<file path="src/rtl/echo_ctrl_if.sv">
// Control/status bundle between the echo configuration sequencer and its surroundings.
// Requests and in_ready are single-cycle strobes sampled on the rising clock edge;
// there is no back-pressure, and the controller holds a request until it is serviced.
interface echo_ctrl_if #(
    parameter int ADDR_W = 15
);
    logic              req_delay;
    logic              req_att;
    logic              in_ready;
    logic              next_D;
    logic              next_H;
    logic [2:0]        delay_state;
    logic [1:0]        att_state;
    logic              ram_sel;
    logic              clr_we;
    logic [ADDR_W-1:0] clr_addr;
    logic              echo_mute;
    logic              busy;
    logic [2:0]        dbg_state;

    modport slave (
        input  req_delay, req_att, in_ready,
        output next_D, next_H, delay_state, att_state,
               ram_sel, clr_we, clr_addr, echo_mute, busy, dbg_state
    );

    modport master (
        output req_delay, req_att, in_ready,
        input  next_D, next_H, delay_state, att_state,
               ram_sel, clr_we, clr_addr, echo_mute, busy, dbg_state
    );
endinterface

</file>
<file path="src/rtl/echo_ctrl.sv">
// Echo configuration sequencer: turns request pulses into sample-aligned next_D/next_H
// strobes, shadows delay/attenuation indices and zero-fills the delay RAM after delay changes.
module echo_ctrl #(
    parameter int ADDR_W   = 15,
    parameter bit FLUSH_EN = 1'b1,
    parameter int N_DELAY  = 5
) (
    input  logic        clk,
    input  logic        reset,
    echo_ctrl_if.slave  bus
);
    typedef enum logic [2:0] {
        S_IDLE   = 3'd0,
        S_WAIT_S = 3'd1,
        S_APPLY  = 3'd2,
        S_FLUSH  = 3'd3,
        S_DONE   = 3'd4
    } state_t;

    localparam logic [ADDR_W-1:0] ADDR_LAST  = '1;
    localparam logic [2:0]        DELAY_LAST = 3'(N_DELAY - 1);

    state_t            r_state;
    state_t            w_next_state;
    logic              r_pend_d;
    logic              r_pend_h;
    logic              r_next_d;
    logic              r_next_h;
    logic [2:0]        r_delay;
    logic [1:0]        r_att;
    logic [ADDR_W-1:0] r_clr_addr;
    logic              w_enter_apply;
    logic              w_flush_go;

    assign w_enter_apply = (r_state == S_WAIT_S) && bus.in_ready;
    assign w_flush_go    = r_next_d && FLUSH_EN;

    always_comb begin
        w_next_state = r_state;
        case (r_state)
            S_IDLE:   if (r_pend_d || r_pend_h) w_next_state = S_WAIT_S;
            S_WAIT_S: if (bus.in_ready) w_next_state = S_APPLY;
            S_APPLY:  w_next_state = w_flush_go ? S_FLUSH : S_IDLE;
            S_FLUSH:  if (r_clr_addr == ADDR_LAST) w_next_state = S_DONE;
            S_DONE:   w_next_state = S_IDLE;
            default:  w_next_state = S_IDLE;
        endcase
    end

    always_ff @(posedge clk or negedge reset) begin
        if (!reset) begin
            r_state <= S_IDLE;
        end else begin
            r_state <= w_next_state;
        end
    end

    // Strobes and shadow indices are captured on entry to APPLY so they change together;
    // a pending flag is only cleared if this APPLY actually serviced it, and a new pulse wins.
    always_ff @(posedge clk or negedge reset) begin
        if (!reset) begin
            r_pend_d   <= 1'b0;
            r_pend_h   <= 1'b0;
            r_next_d   <= 1'b0;
            r_next_h   <= 1'b0;
            r_delay    <= '0;
            r_att      <= '0;
            r_clr_addr <= '0;
        end else begin
            r_pend_d <= bus.req_delay | (r_pend_d & ~((r_state == S_APPLY) & r_next_d));
            r_pend_h <= bus.req_att   | (r_pend_h & ~((r_state == S_APPLY) & r_next_h));
            r_next_d <= w_enter_apply & r_pend_d;
            r_next_h <= w_enter_apply & r_pend_h;
            if (w_enter_apply && r_pend_d) begin
                r_delay <= (r_delay == DELAY_LAST) ? 3'd0 : r_delay + 3'd1;
            end
            if (w_enter_apply && r_pend_h) begin
                r_att <= r_att + 2'd1;
            end
            // The last address wraps back to 0, which is also the DONE value.
            if (r_state == S_FLUSH) begin
                r_clr_addr <= r_clr_addr + 1'b1;
            end else begin
                r_clr_addr <= '0;
            end
        end
    end

    assign bus.next_D      = r_next_d;
    assign bus.next_H      = r_next_h;
    assign bus.delay_state = r_delay;
    assign bus.att_state   = r_att;
    assign bus.ram_sel     = (r_state == S_FLUSH);
    assign bus.clr_we      = (r_state == S_FLUSH);
    assign bus.clr_addr    = r_clr_addr;
    assign bus.echo_mute   = ((r_state == S_APPLY) && w_flush_go) ||
                             (r_state == S_FLUSH) || (r_state == S_DONE);
    assign bus.busy        = (r_state != S_IDLE);
    assign bus.dbg_state   = r_state;
endmodule

</file>
<file path="src/flat_wrapper.sv">
// flat-port wrapper written by rule: the top's interface ports become plain ports
module echo_ctrl_flat 
#(
    parameter int ADDR_W   = 15,
    parameter bit FLUSH_EN = 1'b1,
    parameter int N_DELAY  = 5
)
  (clk, reset, bus_req_delay, bus_req_att, bus_in_ready, bus_next_D, bus_next_H, bus_delay_state, bus_att_state, bus_ram_sel, bus_clr_we, bus_clr_addr, bus_echo_mute, bus_busy, bus_dbg_state);
  echo_ctrl_if #(.ADDR_W(ADDR_W)) bus_i ();
  input  logic clk;
  input  logic reset;
  input wire logic [$bits(bus_i.req_delay)-1:0] bus_req_delay;
  input wire logic [$bits(bus_i.req_att)-1:0] bus_req_att;
  input wire logic [$bits(bus_i.in_ready)-1:0] bus_in_ready;
  output wire logic [$bits(bus_i.next_D)-1:0] bus_next_D;
  output wire logic [$bits(bus_i.next_H)-1:0] bus_next_H;
  output wire logic [$bits(bus_i.delay_state)-1:0] bus_delay_state;
  output wire logic [$bits(bus_i.att_state)-1:0] bus_att_state;
  output wire logic [$bits(bus_i.ram_sel)-1:0] bus_ram_sel;
  output wire logic [$bits(bus_i.clr_we)-1:0] bus_clr_we;
  output wire logic [$bits(bus_i.clr_addr)-1:0] bus_clr_addr;
  output wire logic [$bits(bus_i.echo_mute)-1:0] bus_echo_mute;
  output wire logic [$bits(bus_i.busy)-1:0] bus_busy;
  output wire logic [$bits(bus_i.dbg_state)-1:0] bus_dbg_state;
  assign bus_i.req_delay = bus_req_delay;
  assign bus_i.req_att = bus_req_att;
  assign bus_i.in_ready = bus_in_ready;
  assign bus_next_D = bus_i.next_D;
  assign bus_next_H = bus_i.next_H;
  assign bus_delay_state = bus_i.delay_state;
  assign bus_att_state = bus_i.att_state;
  assign bus_ram_sel = bus_i.ram_sel;
  assign bus_clr_we = bus_i.clr_we;
  assign bus_clr_addr = bus_i.clr_addr;
  assign bus_echo_mute = bus_i.echo_mute;
  assign bus_busy = bus_i.busy;
  assign bus_dbg_state = bus_i.dbg_state;
  echo_ctrl #(.ADDR_W(ADDR_W), .FLUSH_EN(FLUSH_EN), .N_DELAY(N_DELAY)) u_core (.clk(clk), .reset(reset), .bus(bus_i));
endmodule
</file>
<file path="config.mk">
export PLATFORM = sky130hd
export DESIGN_NAME = echo_ctrl_flat
export DESIGN_NICKNAME = d
export VERILOG_FILES = /design/src/rtl/echo_ctrl_if.sv /design/src/rtl/echo_ctrl.sv /design/src/flat_wrapper.sv
export SDC_FILE = /design/constraint.sdc
export NUM_CORES = 1
export LEC_CHECK = 0
export CAP_MARGIN = 20
export CORE_AREA = 3 3 59 61
export CTS_BUF_LIST = sky130_fd_sc_hd__clkbuf_8
export DETAILED_ROUTE_END_ITERATION = 10
export DIE_AREA = 0 0 62 64
export PLACE_DENSITY_LB_ADDON = 0.1
export SLEW_MARGIN = 0
export SYNTH_ARGS = -nofsm -noshare
export SYNTH_HDL_FRONTEND = slang
export SYNTH_SLANG_ARGS = --single-unit
</file>
<file path="constraint.sdc">
create_clock -name clk -period 1.75 [get_ports clk]
set_input_delay 0.2625 -clock clk [delete_from_list [all_inputs] [get_ports clk]]
set_output_delay 0.2625 -clock clk [all_outputs]
set_load 0.01 [all_outputs]
</file>
# Word-level counts from Yosys, hierarchy flattened

Index checks and enable logic that the tools add are counted.

Register bits: 27
Output and inout port bits: 29
Word-level logic and storage cells: 47

$add $sub $neg: 3
Eq/ne operators: 9
Multiplexer cells: 7
Bitwise logic cells: 10
Reductions and logical operators: 10

Operators by type and width:

| kind                                                  | number |
|---|---|
| adder 15 x 1 -> 15 bit, second input constant         | 1 |
| equality test 15 bit, second input constant           | 1 |
| 2-to-1 mux 15 bit                                     | 1 |
| 2-to-1 mux 3 bit                                      | 4 |
| one-hot mux 3 bit (4 select lines)                    | 1 |
| AND 1 bit                                             | 6 |
| equality test 3 x 2 -> 1 bit, second input constant   | 2 |
| equality test 3 bit, second input constant            | 2 |
| logical AND 1 bit                                     | 4 |
| inequality test 2 x 1 -> 1 bit, second input constant | 2 |
| adder 3 x 1 -> 3 bit, second input constant           | 1 |
| equality test 3 x 1 -> 1 bit, second input constant   | 1 |
| zero test 3 bit                                       | 1 |
| logical OR 1 bit                                      | 3 |
| AND reduction 3 bit                                   | 1 |
| nonzero test 3 bit                                    | 1 |
| adder 2 x 1 -> 2 bit, second input constant           | 1 |
| 2-to-1 mux 2 bit                                      | 1 |
| inequality test 2 bit, second input constant          | 1 |
| inverter 1 bit                                        | 2 |
| OR 1 bit                                              | 2 |

# Depth between registers and ports, before layout

Gate-level depths: netlist (run 1).

Depth in word-level cells: 5
Depth in mapped cells: 6
Mapped depth without buffers: 4

# Worst setup path before layout (run 1)

OpenSTA, ideal clock, no wires.

Path kind: reg-to-reg
From: register u_core.r_clr_addr[0] (netlist: u_core.bus.clr_addr[0])
To: register u_core.r_clr_addr[10] (netlist: u_core.bus.clr_addr[10])
Setup time: 0.078 ns
Arrival: 1.413 ns
Slack: 0.258 ns
Stages on the path, launching flop included: 5
Buffers on the path: 0
Period minus slack after synthesis: 1.492 ns
Cell sequence: dfrtp_1 -> ha_1 -> inv_1 -> or4_1 -> a21oi_1

Longest elaborated chain between the ends: 2

Ends and longest elaborated chain:

| element                  | line            | text |
|---|---|---|
| start: declaration       | echo_ctrl.sv:31 | `logic [ADDR_W-1:0] r_clr_addr;` |
| start signal: assignment | echo_ctrl.sv:82 | `r_clr_addr <= r_clr_addr + 1'b1;` |
| adder 15 x 1 -> 15 bit   | echo_ctrl.sv:82 |  |
| 2-to-1 mux 15 bit        | echo_ctrl.sv:81 | `if (r_state == S_FLUSH) begin` |

No other way between the ends.
A chain may end at the register's enable or synchronous reset.

# Worst setup path after layout (run 1)

From: register u_core.r_state[1] (netlist: u_core.bus.dbg_state[1])
To: output bus_busy

Longest elaborated chain between the ends: 1

Ends and longest elaborated chain:

| element                  | line               | text |
|---|---|---|
| start: declaration       | echo_ctrl.sv:23    | `state_t r_state;` |
| start signal: assignment | echo_ctrl.sv:54    | `r_state <= w_next_state;` |
| nonzero test 3 bit       | echo_ctrl.sv:98    | `assign bus.busy = (r_state != S_IDLE);` |
| end: declaration         | flat_wrapper.sv:23 | `output wire logic [$bits(bus_i.busy)-1:0] bus_busy;` |

No other way between the ends.

==> impl_summary.log, run 1 <==
INFO  metric postSynthCellCount = 131
INFO  metric timing_worst_slew_pin_value = approximately 0.35 ns
INFO  metric cts.clk_slew.worst_paths = 0.09 ns
INFO  metric drt_iter0_markers = 38
INFO  metric wirelength = around 3000 um
INFO  metric cp-startpoint = u_core.bus.dbg_state[1]
INFO  metric grt_util_all_layers = 17.0%
INFO  metric layout_worst_path_cycle_share = 96.2%
INFO  metric cts-htree-levels = 1
INFO  metric critical_path.endpoint_type = primary output
INFO  metric whs = 0.359 ns
INFO  metric core.rowCount = 20
INFO  metric cts_num_sinks = 27
INFO  metric num-fill-cells = 284
INFO  metric skew = around 0.0013 ns
INFO  metric globalRoute.totalOverflow = 0
INFO  metric critPathLaunchType = flip-flop
INFO  metric synth-seq-area-share = 50.4%
INFO  metric grt_setup_unrepaired = no
INFO  metric drv.max_cap_violation_count = 0
INFO  metric grt_antenna_before_repair = 0
INFO  metric synth_fp_nets = between 100 and 150
INFO  metric synthToLayoutAreaGrowth = 38.5%
INFO  metric grt_start_max_net_pins = 28
INFO  metric synth_enable_flop_cells = 0
INFO  metric setup-tns-final = 0 ns
INFO  metric insertion_delay = between 0.2 and 0.3 ns
INFO  metric grt_pass1_vias = 1169
INFO  metric vias = 1161
INFO  metric met3RoutedLength = about 130 um
INFO  metric drc_errors = 0
INFO  metric worstHoldPathType = input pin to async pin
INFO  metric ant_nets = 0
INFO  metric detailed_place_hpwl = 2100 um
INFO  metric final_hold_viol_count = 0
INFO  metric maxSlewHeadroom = 76.7%
INFO  metric post_route_cells_drive_above_1_share = between 10% and 20%
INFO  metric drt-met1-wl = 1410 um
INFO  metric clock_tree.root_cell = sky130_fd_sc_hd__clkbuf_8
INFO  metric setup_viol = 0
INFO  metric starting_density_of_the_core = 44.3%
INFO  metric port-buffer-count = 33
INFO  metric synth-main-ff-cell = sky130_fd_sc_hd__dfrtp_1
INFO  metric floorplan.die_area = 0.00397 mm2
INFO  metric yosys_register_bits = 27
INFO  metric timing.critical_path.slowest_cell_delay = 0.43 ns
INFO  metric met2_length = between 1000 and 1500 um
INFO  metric insertedDiodeCount = 0
INFO  metric maxClockFrequency = between 500 and 600 MHz
INFO  metric yosysWarningCount = 0
INFO  metric via_per_inst = around 5.3
INFO  metric floorplan.core_area = between 0.003 and 0.004 mm2
INFO  metric post_synthesis_instance_area = roughly 0.0013 mm2
INFO  metric final-seq-area = 681 um2
INFO  metric top_layer_used = met4
INFO  metric worstPathCellList = buf_4 -> or3_1 -> dlygate4sd2_1
INFO  metric pwr_density = 1220 mW/mm2
INFO  metric critPathMaxFanout = 4
INFO  metric number_of_optimization_iterations_in_the_first_detailed_route_pass = 4
INFO  metric worst_r2r_startpoint = u_core.bus.clr_addr[1]
INFO  metric arrival = about 1.4 ns
INFO  metric fin_cells = 220
INFO  metric worst_path_max_delay_cell = sky130_fd_sc_hd__dfrtp_2
INFO  metric multiInputGateArea = 618 um2
INFO  metric cts_inserted_buffers = 3
INFO  metric gp_congestion = 0.756
INFO  metric vdd_drop_max = 612 uV
INFO  metric nets = between 150 and 200
INFO  metric synth_cell_types = 32
INFO  metric die_w = 62 um
INFO  metric run_status = complete, no violations
INFO  metric grt_first_pass_wirelength = 5200 um
INFO  metric postSynthAreaPerCell = 10.2 um2
INFO  metric cp.required = 1.49 ns
INFO  metric report.final.slew_viol_count = 0
INFO  metric cells_after_dpl = 210
INFO  metric path_class = flip-flop to primary output
INFO  metric design.portCount = 34
INFO  metric power.leakage = 0.769 nW
INFO  metric cts_tree = done
INFO  metric period_minus_slack = 1.68 ns
INFO  metric max-clock-path-buffers = 2
INFO  metric post_drt_wl_per_cell = roughly 14 um
INFO  metric async_flop_share = 100%
INFO  metric die_y = roughly 64 um
metrics by stage:
stage	power, mW	setup WS (ns)	utilization, %	cell area [um2]
after floorplan	1.39	0.258	-	1340
after global placement	1.85	0.125	57.9	1750
after detailed placement	1.89	0.107	57.9	1750
after CTS	2.28	0.0599	60.9	1840
after global routing	2.45	0.00211	61.3	1860
final	2.26	0.0669	61.3	1860
critical path, delay by kind of cell (launching register included):
kind | cells | cell delay, ns
simple gates | 1 | 0.29
buf+inv | 2 | 0.44
flops | 1 | 0.43
final timing paths:
kind,to,slack [ns],cells past startpoint
max,bus_busy,0.07,3
max reg2reg,u_core.bus.clr_addr[8],0.19,4
min,u_core.bus.att_state[1],0.36,2
max in group asynchronous,u_core.bus.clr_addr[0],1.11,2
min in group clk,u_core.bus.att_state[1],0.47,1
min reg2reg,u_core.bus.att_state[1],0.47,1
cell usage in the layout (no fill, tap or decap):
cell type	netlist	layout
sky130_fd_sc_hd__clkdlybuf4s50_1	0	29
sky130_fd_sc_hd__dfrtp_1	27	23
sky130_fd_sc_hd__buf_4	1	14
sky130_fd_sc_hd__nand2_1	12	12
sky130_fd_sc_hd__nand3_1	8	8
sky130_fd_sc_hd__a21oi_1	8	8
sky130_fd_sc_hd__inv_1	7	7
sky130_fd_sc_hd__nor2_1	7	7
sky130_fd_sc_hd__nand2b_1	5	5
sky130_fd_sc_hd__o21ai_0	5	5
sky130_fd_sc_hd__or3_1	4	4
sky130_fd_sc_hd__mux2i_1	4	4
sky130_fd_sc_hd__nor4_1	4	4
sky130_fd_sc_hd__o31ai_1	4	4
sky130_fd_sc_hd__or4_1	4	4
sky130_fd_sc_hd__dlygate4sd2_1	0	4
sky130_fd_sc_hd__dfrtp_2	0	4
sky130_fd_sc_hd__xor2_1	3	3
sky130_fd_sc_hd__and2_1	3	3
sky130_fd_sc_hd__a21o_1	3	3
sky130_fd_sc_hd__clkbuf_8	0	3
sky130_fd_sc_hd__nand4_4	1	2
sky130_fd_sc_hd__xnor2_1	2	2
sky130_fd_sc_hd__mux2_2	2	2
sky130_fd_sc_hd__ha_1	3	2
sky130_fd_sc_hd__nand3b_1	1	1
sky130_fd_sc_hd__inv_2	0	1
sky130_fd_sc_hd__nor4_2	1	1
sky130_fd_sc_hd__and4bb_2	1	1
sky130_fd_sc_hd__nand4_1	1	1
sky130_fd_sc_hd__o211ai_1	1	1
sky130_fd_sc_hd__o2bb2ai_1	1	1
sky130_fd_sc_hd__a31oi_1	1	1
sky130_fd_sc_hd__a311oi_1	1	1
sky130_fd_sc_hd__ha_2	0	1
where the power goes:
| group | internal [mW] | switching [mW] |
|---|---|---|
| registers | 0.754 | 0.137 |
| clock network | 0.157 | 0.183 |
| logic | 0.547 | 0.485 |
area by class of cell:
cell class	instances	area share [%]
Sequential cell	27	36.7
Multi-Input combinational cell	91	33.3
Timing Repair Buffer	47	23.2
Tap cell	44	2.97
Clock buffer	3	2.23
Inverter	7	1.42
Clock inverter	1	0.202
layer usage:
metal / track usage [%] / vias up
met1: 24.5 / 569
met4: 5.04 / 0
met2: 26.0 / 35
met3: 2.63 / 4
met5: 0 / -
li1: - / 553
registers in the layout (all words and copies together) (netlist names):
register / cells
u_core.bus.delay_state: 3
u_core.bus.next_D: 1
u_core.bus.dbg_state: 3
u_core.r_pend_h: 1
u_core.bus.next_H: 1
u_core.bus.att_state: 2
u_core.r_pend_d: 1
u_core.bus.clr_addr: 15
cell families after synthesis:
kind of cell               synth area share, %
adders and majority gates                 2.80
buffers and inverters                     4.30
DFF                                       50.4
AOI/OAI and AO/OA                         11.1
and+or+nand+nor                           23.4
xor gates and xnor gates                  3.27
muxes                                     4.67
synthesized netlist by cell type (4+ instances only):
cell,number,area (um2)
sky130_fd_sc_hd__nand3_1,8,40.0
sky130_fd_sc_hd__mux2i_1,4,40.0
sky130_fd_sc_hd__o31ai_1,4,30.0
sky130_fd_sc_hd__nand2b_1,5,31.3
sky130_fd_sc_hd__dfrtp_1,27,676
sky130_fd_sc_hd__o21ai_0,5,25.0
sky130_fd_sc_hd__or3_1,4,25.0
sky130_fd_sc_hd__buf_2,4,20.0
sky130_fd_sc_hd__nor4_1,4,25.0
sky130_fd_sc_hd__nand2_1,12,45.0
sky130_fd_sc_hd__inv_1,7,26.3
sky130_fd_sc_hd__a21oi_1,8,40.0
sky130_fd_sc_hd__nor2_1,7,26.3
sky130_fd_sc_hd__or4_1,4,30.0
what timing repair did:
item,4_1_cts,5_1_grt
pin swaps,0,0
gates resized for setup,8,3
setup buffers,6,0
setup endpoints to repair,4,3
hold buffers,0,0
Note: power is estimated with default switching activity, not from simulation.
==> inputs of run 2 (changes only) <==
- clock period: 1.75 -> 1.5 ns (I/O delays scaled with it)
==> impl_summary.log, run 2 (synthesis gave the netlist of run 1 again) <==
INFO  metric run_status = finished, violations left (was complete, no violations)
INFO  metric failed_checks = negative setup slack
INFO  metric pwr_density = 1390 mW/mm2 (was 1220 mW/mm2)
INFO  metric critPathMaxFanout = 4 (unchanged)
INFO  metric post_route_cells_drive_above_1_share = 30.0% (was 16.5%)
INFO  metric grt_setup_unrepaired = yes (was no)
INFO  metric holdBufCountCts = 0 (unchanged)
INFO  metric whs = 0.324 ns (was 0.359 ns)
INFO  metric globalRoute.totalOverflow = 0 (unchanged)
INFO  metric layout_worst_path_cycle_share = 102%
INFO  metric worst_r2r_startpoint = u_core.bus.dbg_state[2] (was u_core.bus.clr_addr[1])
INFO  metric setup-tns-final = -0.0329 ns (was 0 ns)
INFO  metric starting_density_of_the_core = 44.3% (unchanged)
INFO  metric post_drt_wl_per_cell = 12.9 um (was 13.7 um)
INFO  metric die_w = 62 um (unchanged)
INFO  metric floorplan.die_area = 0.00397 mm2 (unchanged)
INFO  metric skew = 0.0110 ns (was 0.00128 ns)
INFO  metric cts-htree-levels = 1 (unchanged)
INFO  metric critPathLaunchType = flip-flop (unchanged)
INFO  metric cp-startpoint = u_core.bus.dbg_state[2] (was u_core.bus.dbg_state[1])
INFO  metric vias = 1234 (was 1161)
INFO  metric wirelength = 3160 um (was 3010 um)
INFO  metric max-clock-path-buffers = 2 (unchanged)
INFO  metric maxSlewHeadroom = 76.6% (was 76.7%)
INFO  metric fin_cells = 244 (was 220)
INFO  metric layout.cells.most_common = sky130_fd_sc_hd__buf_4 (was sky130_fd_sc_hd__clkdlybuf4s50_1)
INFO  metric path_class = flip-flop to primary output (unchanged)
INFO  metric clock_tree.root_cell = sky130_fd_sc_hd__clkbuf_8 (unchanged)
INFO  metric setup_slack = -0.0329 ns (was 0.0669 ns)
INFO  metric synthToLayoutAreaGrowth = 51.8% (was 38.5%)
INFO  metric detailed_place_hpwl = 2210 um (was 2100 um)
INFO  metric nets = 209 (was 185)
INFO  metric cts_tree = done (unchanged)
INFO  metric layout_common_cells = sky130_fd_sc_hd__buf_4 (36), sky130_fd_sc_hd__dfrtp_1 (24), sky130_fd_sc_hd__clkdlybuf4s50_1 (18) (was sky130_fd_sc_hd__clkdlybuf4s50_1 (29), sky130_fd_sc_hd__dfrtp_1 (23), sky130_fd_sc_hd__buf_4 (14))
INFO  metric critical_path.endpoint_type = primary output (unchanged)
INFO  metric cts_inserted_buffers = 3 (unchanged)
INFO  metric ant_nets = 0 (unchanged)
INFO  metric number_of_optimization_iterations_in_the_first_detailed_route_pass = 4 (unchanged)
INFO  metric largest_register_ffs = 15 (unchanged)
INFO  metric maxClockFrequency = about 650 MHz
INFO  metric die_y = 64 um (unchanged)
INFO  metric reg2reg_setup_slack = 0.02 ns (was 0.19 ns)
INFO  metric drv.max_cap_violation_count = 0 (unchanged)
INFO  metric drc_errors = 0 (unchanged)
INFO  metric setup_viol = 1 (was 0)
INFO  metric timing.reg2reg.worst_path_depth = 6 (was 4)
INFO  metric cells_after_dpl = 224 (was 210)
INFO  metric insertedDiodeCount = 0 (unchanged)
INFO  metric grt_start_max_net_pins = 28 (unchanged)
INFO  metric vdd_drop_max = 711 uV (was 612 uV)
INFO  metric cp.required = 1.27 ns (was 1.49 ns)
INFO  metric cts_num_sinks = 27 (unchanged)
INFO  metric insertion_delay = 0.27 ns (was 0.26 ns)
INFO  metric grt_first_pass_wirelength = 5330 um (was 5200 um)
INFO  metric arrival = 1.31 ns (was 1.42 ns)
INFO  metric grt_util_all_layers = 17.3% (was 17.0%)
INFO  metric core.rowCount = 20 (unchanged)
INFO  metric power.leakage = 0.957 nW (was 0.769 nW)
INFO  metric final_hold_viol_count = 0 (unchanged)
INFO  metric drt_iter0_markers = 54 (was 38)
INFO  metric port-buffer-count = 33 (unchanged)
INFO  metric period_minus_slack = approximately 1.5 ns
INFO  metric timing_worst_slew_pin_value = 0.352 ns (was 0.349 ns)
INFO  metric via_per_inst = 5.06 (was 5.28)
INFO  metric grt_pass1_vias = 1216 (was 1169)
INFO  metric design.portCount = 34 (unchanged)
INFO  metric gp_congestion = 0.818 (was 0.756)
INFO  metric worstHoldPathType = input pin to async pin (unchanged)
INFO  metric grt_antenna_before_repair = 0 (unchanged)
INFO  metric destination_of_the_worst_register_to_register_timing_path = u_core.bus.att_state[0] (was u_core.bus.clr_addr[8])
INFO  metric cts.clk_slew.worst_paths = 0.10 ns (was 0.09 ns)
INFO  metric report.final.slew_viol_count = 0 (unchanged)
INFO  metric floorplan.core_area = 0.00303 mm2 (unchanged)
[run 2: timing repair]
item / in CTS / in global routing
pin swaps: 0 / 6
setup buffers: 9 / 7
endpoints found under the setup margin: 20 / 25
resized for setup: 29 / 9
[run 2: cell type report]
type / count / area (um2)
Sequential cell: 27 / 679
Clock inverter: 1 / 7.51
Clock buffer: 3 / 41.3
Tap cell: 44 / 55.1
Timing Repair Buffer: 71 / 597
Inverter: 7 / 26.3
Fill cell: 267 / 993
Multi-Input combinational cell: 91 / 628
[run 2: metrics by stage]
step | utilization [%] | setup WS, ns | power [mW] | cell area (um2)
after detailed placement | 61.4 | -0.0743 | 2.33 | 1860
final | 67.2 | -0.0329 | 2.83 | 2030
after global routing | 67.2 | -0.0892 | 3.06 | 2030
after global placement | 61.4 | -0.0540 | 2.29 | 1860
after floorplan | - | 0.00848 | 1.62 | 1340
after CTS | 65.0 | -0.0318 | 2.78 | 1970
[run 2: per-layer routing]
layer,global-route usage (%),share of wire (%),up-vias
li1,-,-,604
met3,2.42,3.6,2
met5,0,0,-
met1,23.9,47,605
met4,4.51,0.60,0
met2,28.0,48,23
[run 2: power breakdown]
part / internal [mW] / switching (mW)
registers: 0.873 / 0.105
logic: 0.768 / 0.673
clock network: 0.188 / 0.227
[run 2: worst max path at each step]
stage / to / slack [ns] / cells past startpoint
3_3_place_gp: bus_busy / -0.05 / 3
5_1_grt: bus_busy / -0.09 / 3
4_1_cts: bus_busy / -0.03 / 3
2_1_floorplan: u_core.bus.clr_addr[10] / 0.008 / 4
6_report: bus_busy / -0.03 / 3
3_5_place_dp: u_core.bus.att_state[0] / -0.07 / 5
[run 2: worst max-delay path, stage by stage, from the launching register on]
cell and delay, ns:
sky130_fd_sc_hd__dfrtp_1 0.41, sky130_fd_sc_hd__buf_6 0.13, sky130_fd_sc_hd__or3_1 0.36, sky130_fd_sc_hd__buf_2 0.15
==> inputs of run 3 (changes only) <==
- CTS_BUF_LIST: sky130_fd_sc_hd__clkbuf_8 -> sky130_fd_sc_hd__clkbuf_4
==> impl_summary.log, run 3 (synthesis gave the netlist of run 1 again) <==
INFO  metric number_of_optimization_iterations_in_the_first_detailed_route_pass = 4 (unchanged)
INFO  metric detailed_place_hpwl = 2210 um (unchanged)
INFO  metric place_ws = -0.0743 ns (unchanged)
INFO  metric starting_density_of_the_core = 44.3% (unchanged)
INFO  metric insertion_delay = 0.33 ns (was 0.27 ns)
INFO  metric drt_iter0_markers = 90 (was 54)
INFO  metric grt_start_max_net_pins = 28 (unchanged)
INFO  metric via_per_inst = 5.11 (was 5.06)
INFO  metric cts.clk_slew.worst_paths = 0.16 ns (was 0.10 ns)
INFO  metric die_w = 62 um (unchanged)
INFO  metric run_status = finished, violations left (unchanged)
INFO  metric timing_worst_slew_pin_value = 0.346 ns (was 0.352 ns)
INFO  metric destination_of_the_worst_register_to_register_timing_path = u_core.bus.delay_state[0] (was u_core.bus.att_state[0])
INFO  metric critPathLaunchType = flip-flop (unchanged)
INFO  metric switching_share = 36.2% (was 35.5%)
INFO  metric critPathMaxFanout = 3 (was 4)
INFO  metric worstHoldPathType = input pin to async pin (unchanged)
INFO  metric pwr-share-seq = 33.1% (was 34.5%)
INFO  metric vdd_drop_max = 948 uV (was 711 uV)
INFO  metric grt_antenna_before_repair = 0 (unchanged)
INFO  metric final-seq-area = 679 um2 (unchanged)
INFO  metric ant_nets = 0 (unchanged)
INFO  metric drc_errors = 0 (unchanged)
INFO  metric post_drt_wl_per_cell = 13.4 um (was 12.9 um)
INFO  metric design.portCount = 34 (unchanged)
INFO  metric cts_tree = done (unchanged)
INFO  metric maxSlewHeadroom = 76.9% (was 76.6%)
INFO  metric power_switching = 1.06 mW (was 1.01 mW)
INFO  metric grt_setup_unrepaired = yes (unchanged)
INFO  metric final_hold_viol_count = 0 (unchanged)
INFO  metric critical_path.endpoint_type = primary output (unchanged)
INFO  metric timing.reg2reg.worst_path_depth = 5 (was 6)
INFO  metric report.final.slew_viol_count = 0 (unchanged)
INFO  metric multiInputGateArea = 661 um2 (was 628 um2)
INFO  metric grt_first_pass_wirelength = 5640 um (was 5330 um)
INFO  metric gp_congestion = 0.818 (unchanged)
INFO  metric cts-htree-levels = 1 (unchanged)
INFO  metric num-fill-cells = 248 (was 267)
INFO  metric vias = 1313 (was 1234)
INFO  metric grt_pass1_vias = 1268 (was 1216)
INFO  metric grt_util_all_layers = 18.6% (was 17.3%)
INFO  metric worst_r2r_startpoint = u_core.bus.dbg_state[1] (was u_core.bus.dbg_state[2])
INFO  metric setup_viol = 4 (was 1)
INFO  metric skew = 0.0131 ns (was 0.0110 ns)
INFO  metric p_comb_share = 55.7% (was 50.8%)
INFO  metric cts_num_sinks = 27 (unchanged)
INFO  metric die_y = 64 um (unchanged)
INFO  metric nets = 222 (was 209)
INFO  metric cp.required = 1.27 ns (about the same)
INFO  metric drv.max_cap_violation_count = 0 (unchanged)
INFO  metric largest_register_ffs = 15 (unchanged)
INFO  metric holdBufCountCts = 0 (unchanged)
INFO  metric failed_checks = negative setup slack (unchanged)
INFO  metric post_route_cells_drive_above_1_share = 36.6% (was 30.0%)
INFO  metric synthToLayoutAreaGrowth = 61.7% (was 51.8%)
INFO  metric arrival = 1.37 ns (was 1.31 ns)
INFO  metric globalRoute.totalOverflow = 0 (unchanged)
INFO  metric reg2reg_setup_slack = -0.03 ns (was 0.02 ns)
INFO  metric layout_worst_path_cycle_share = 106% (was 102%)
INFO  metric wirelength = 3430 um (was 3160 um)
INFO  metric clock_tree.root_cell = sky130_fd_sc_hd__clkbuf_4 (was sky130_fd_sc_hd__clkbuf_8)
INFO  metric power.leakage = 1.16 nW (was 0.957 nW)
INFO  metric layout.cells.most_common = sky130_fd_sc_hd__buf_4 (unchanged)
INFO  metric pwr_density = 1350 mW/mm2 (was 1390 mW/mm2)
INFO  metric layout_common_cells = sky130_fd_sc_hd__buf_4 (45), sky130_fd_sc_hd__dfrtp_1 (24), sky130_fd_sc_hd__dlygate4sd2_1 (13) (was sky130_fd_sc_hd__buf_4 (36), sky130_fd_sc_hd__dfrtp_1 (24), sky130_fd_sc_hd__clkdlybuf4s50_1 (18))
INFO  metric path_class = flip-flop to primary output (unchanged)
INFO  metric layout.core_utilization = 71.6% (was 67.2%)
INFO  metric floorplan.die_area = 0.00397 mm2 (unchanged)
INFO  metric cell_internal_pwr = 1.87 mW (was 1.83 mW)
INFO  metric cts_inserted_buffers = 3 (unchanged)
INFO  metric power.share.clock = 11.1% (was 14.7%)
INFO  metric period_minus_slack = 1.60 ns (was 1.53 ns)
INFO  metric core.rowCount = 20 (unchanged)
INFO  metric setup_slack = -0.0969 ns (was -0.0329 ns)
INFO  metric max-clock-path-buffers = 2 (unchanged)
INFO  metric port-buffer-count = 33 (unchanged)
INFO  metric maxClockFrequency = 626 MHz (was 652 MHz)
INFO  metric floorplan.core_area = 0.00303 mm2 (unchanged)
INFO  metric insertedDiodeCount = 0 (unchanged)
[run 3: cell count changes in the layout (fill, tap and decap cells not counted), moves of 3 or more]
cell and change:
sky130_fd_sc_hd__buf_4 +9, sky130_fd_sc_hd__clkbuf_4 +3, sky130_fd_sc_hd__dlygate4sd2_1 +4, sky130_fd_sc_hd__clkbuf_8 -3, sky130_fd_sc_hd__dlymetal6s2s_1 +8, sky130_fd_sc_hd__clkdlybuf4s50_1 -14, sky130_fd_sc_hd__buf_6 +5
[run 3: stage by stage]
stage                     instances  power [mW]  setup TNS [ns]  instance area, um2  hold WS [ns]
final                           257        2.93          -0.150                2170         0.246
after global routing            257        3.16          -0.726                2170         0.263
after CTS                       248        2.75          -0.122                2030         0.239
after detailed placement        224        2.33          -0.331                1860         0.466
after global placement          224        2.29          -0.143                1860         0.458
after floorplan                 131        1.62               0                1340       -0.0706
[run 3: worst max-delay path, cell delays in order (launching register included)]
cell                      delay (ns)
sky130_fd_sc_hd__dfrtp_1        0.43
sky130_fd_sc_hd__buf_6          0.12
sky130_fd_sc_hd__or3_1          0.35
sky130_fd_sc_hd__buf_2          0.15
[run 3: how the worst max path moves through the flow]
stage | from | end | slack [ns] | cells after the start
2_1_floorplan | u_core.bus.clr_addr[0] | u_core.bus.clr_addr[10] | 0.008 | 4
3_3_place_gp | u_core.bus.dbg_state[2] | bus_busy | -0.05 | 3
3_5_place_dp | bus_in_ready | u_core.bus.att_state[0] | -0.07 | 5
4_1_cts | u_core.bus.dbg_state[2] | bus_busy | -0.12 | 3
5_1_grt | u_core.bus.dbg_state[0] | bus_busy | -0.17 | 3
6_report | u_core.bus.dbg_state[1] | bus_busy | -0.1 | 3
[run 3: power groups by stage]
stage	Clock, mW	Sequential (mW)	Combinational [mW]
after detailed placement	0	1.02	1.31
final	0.325	0.969	1.63
after global placement	0	1.01	1.28
after CTS	0.347	0.965	1.44
after global routing	0.379	0.993	1.79
after floorplan	0	1.07	0.544
[run 3: what timing repair did]
| action | in CTS | in global routing |
|---|---|---|
| setup buffers | 20 | 8 |
| pin swaps | 0 | 7 |
| gates resized for setup | 42 | 25 |
| setup endpoints to repair | 29 | 24 |
| cloned | 0 | 1 |
[run 3: cell type report]
type                            instances  area share, %
Clock buffer                            3           1.04
Clock inverter                          1          0.346
Inverter                                7           1.21
Multi-Input combinational cell         92           30.5
Sequential cell                        27           31.4
Tap cell                               44           2.54
Timing Repair Buffer                   83           33.0
[run 3: layer usage]
metal	vias to the layer above	global-route usage, %	wire, um
li1	633	-	-
met1	650	25.2	1560
met2	26	29.1	1690
met3	4	3.43	148
met4	0	6.10	32
met5	-	0	0
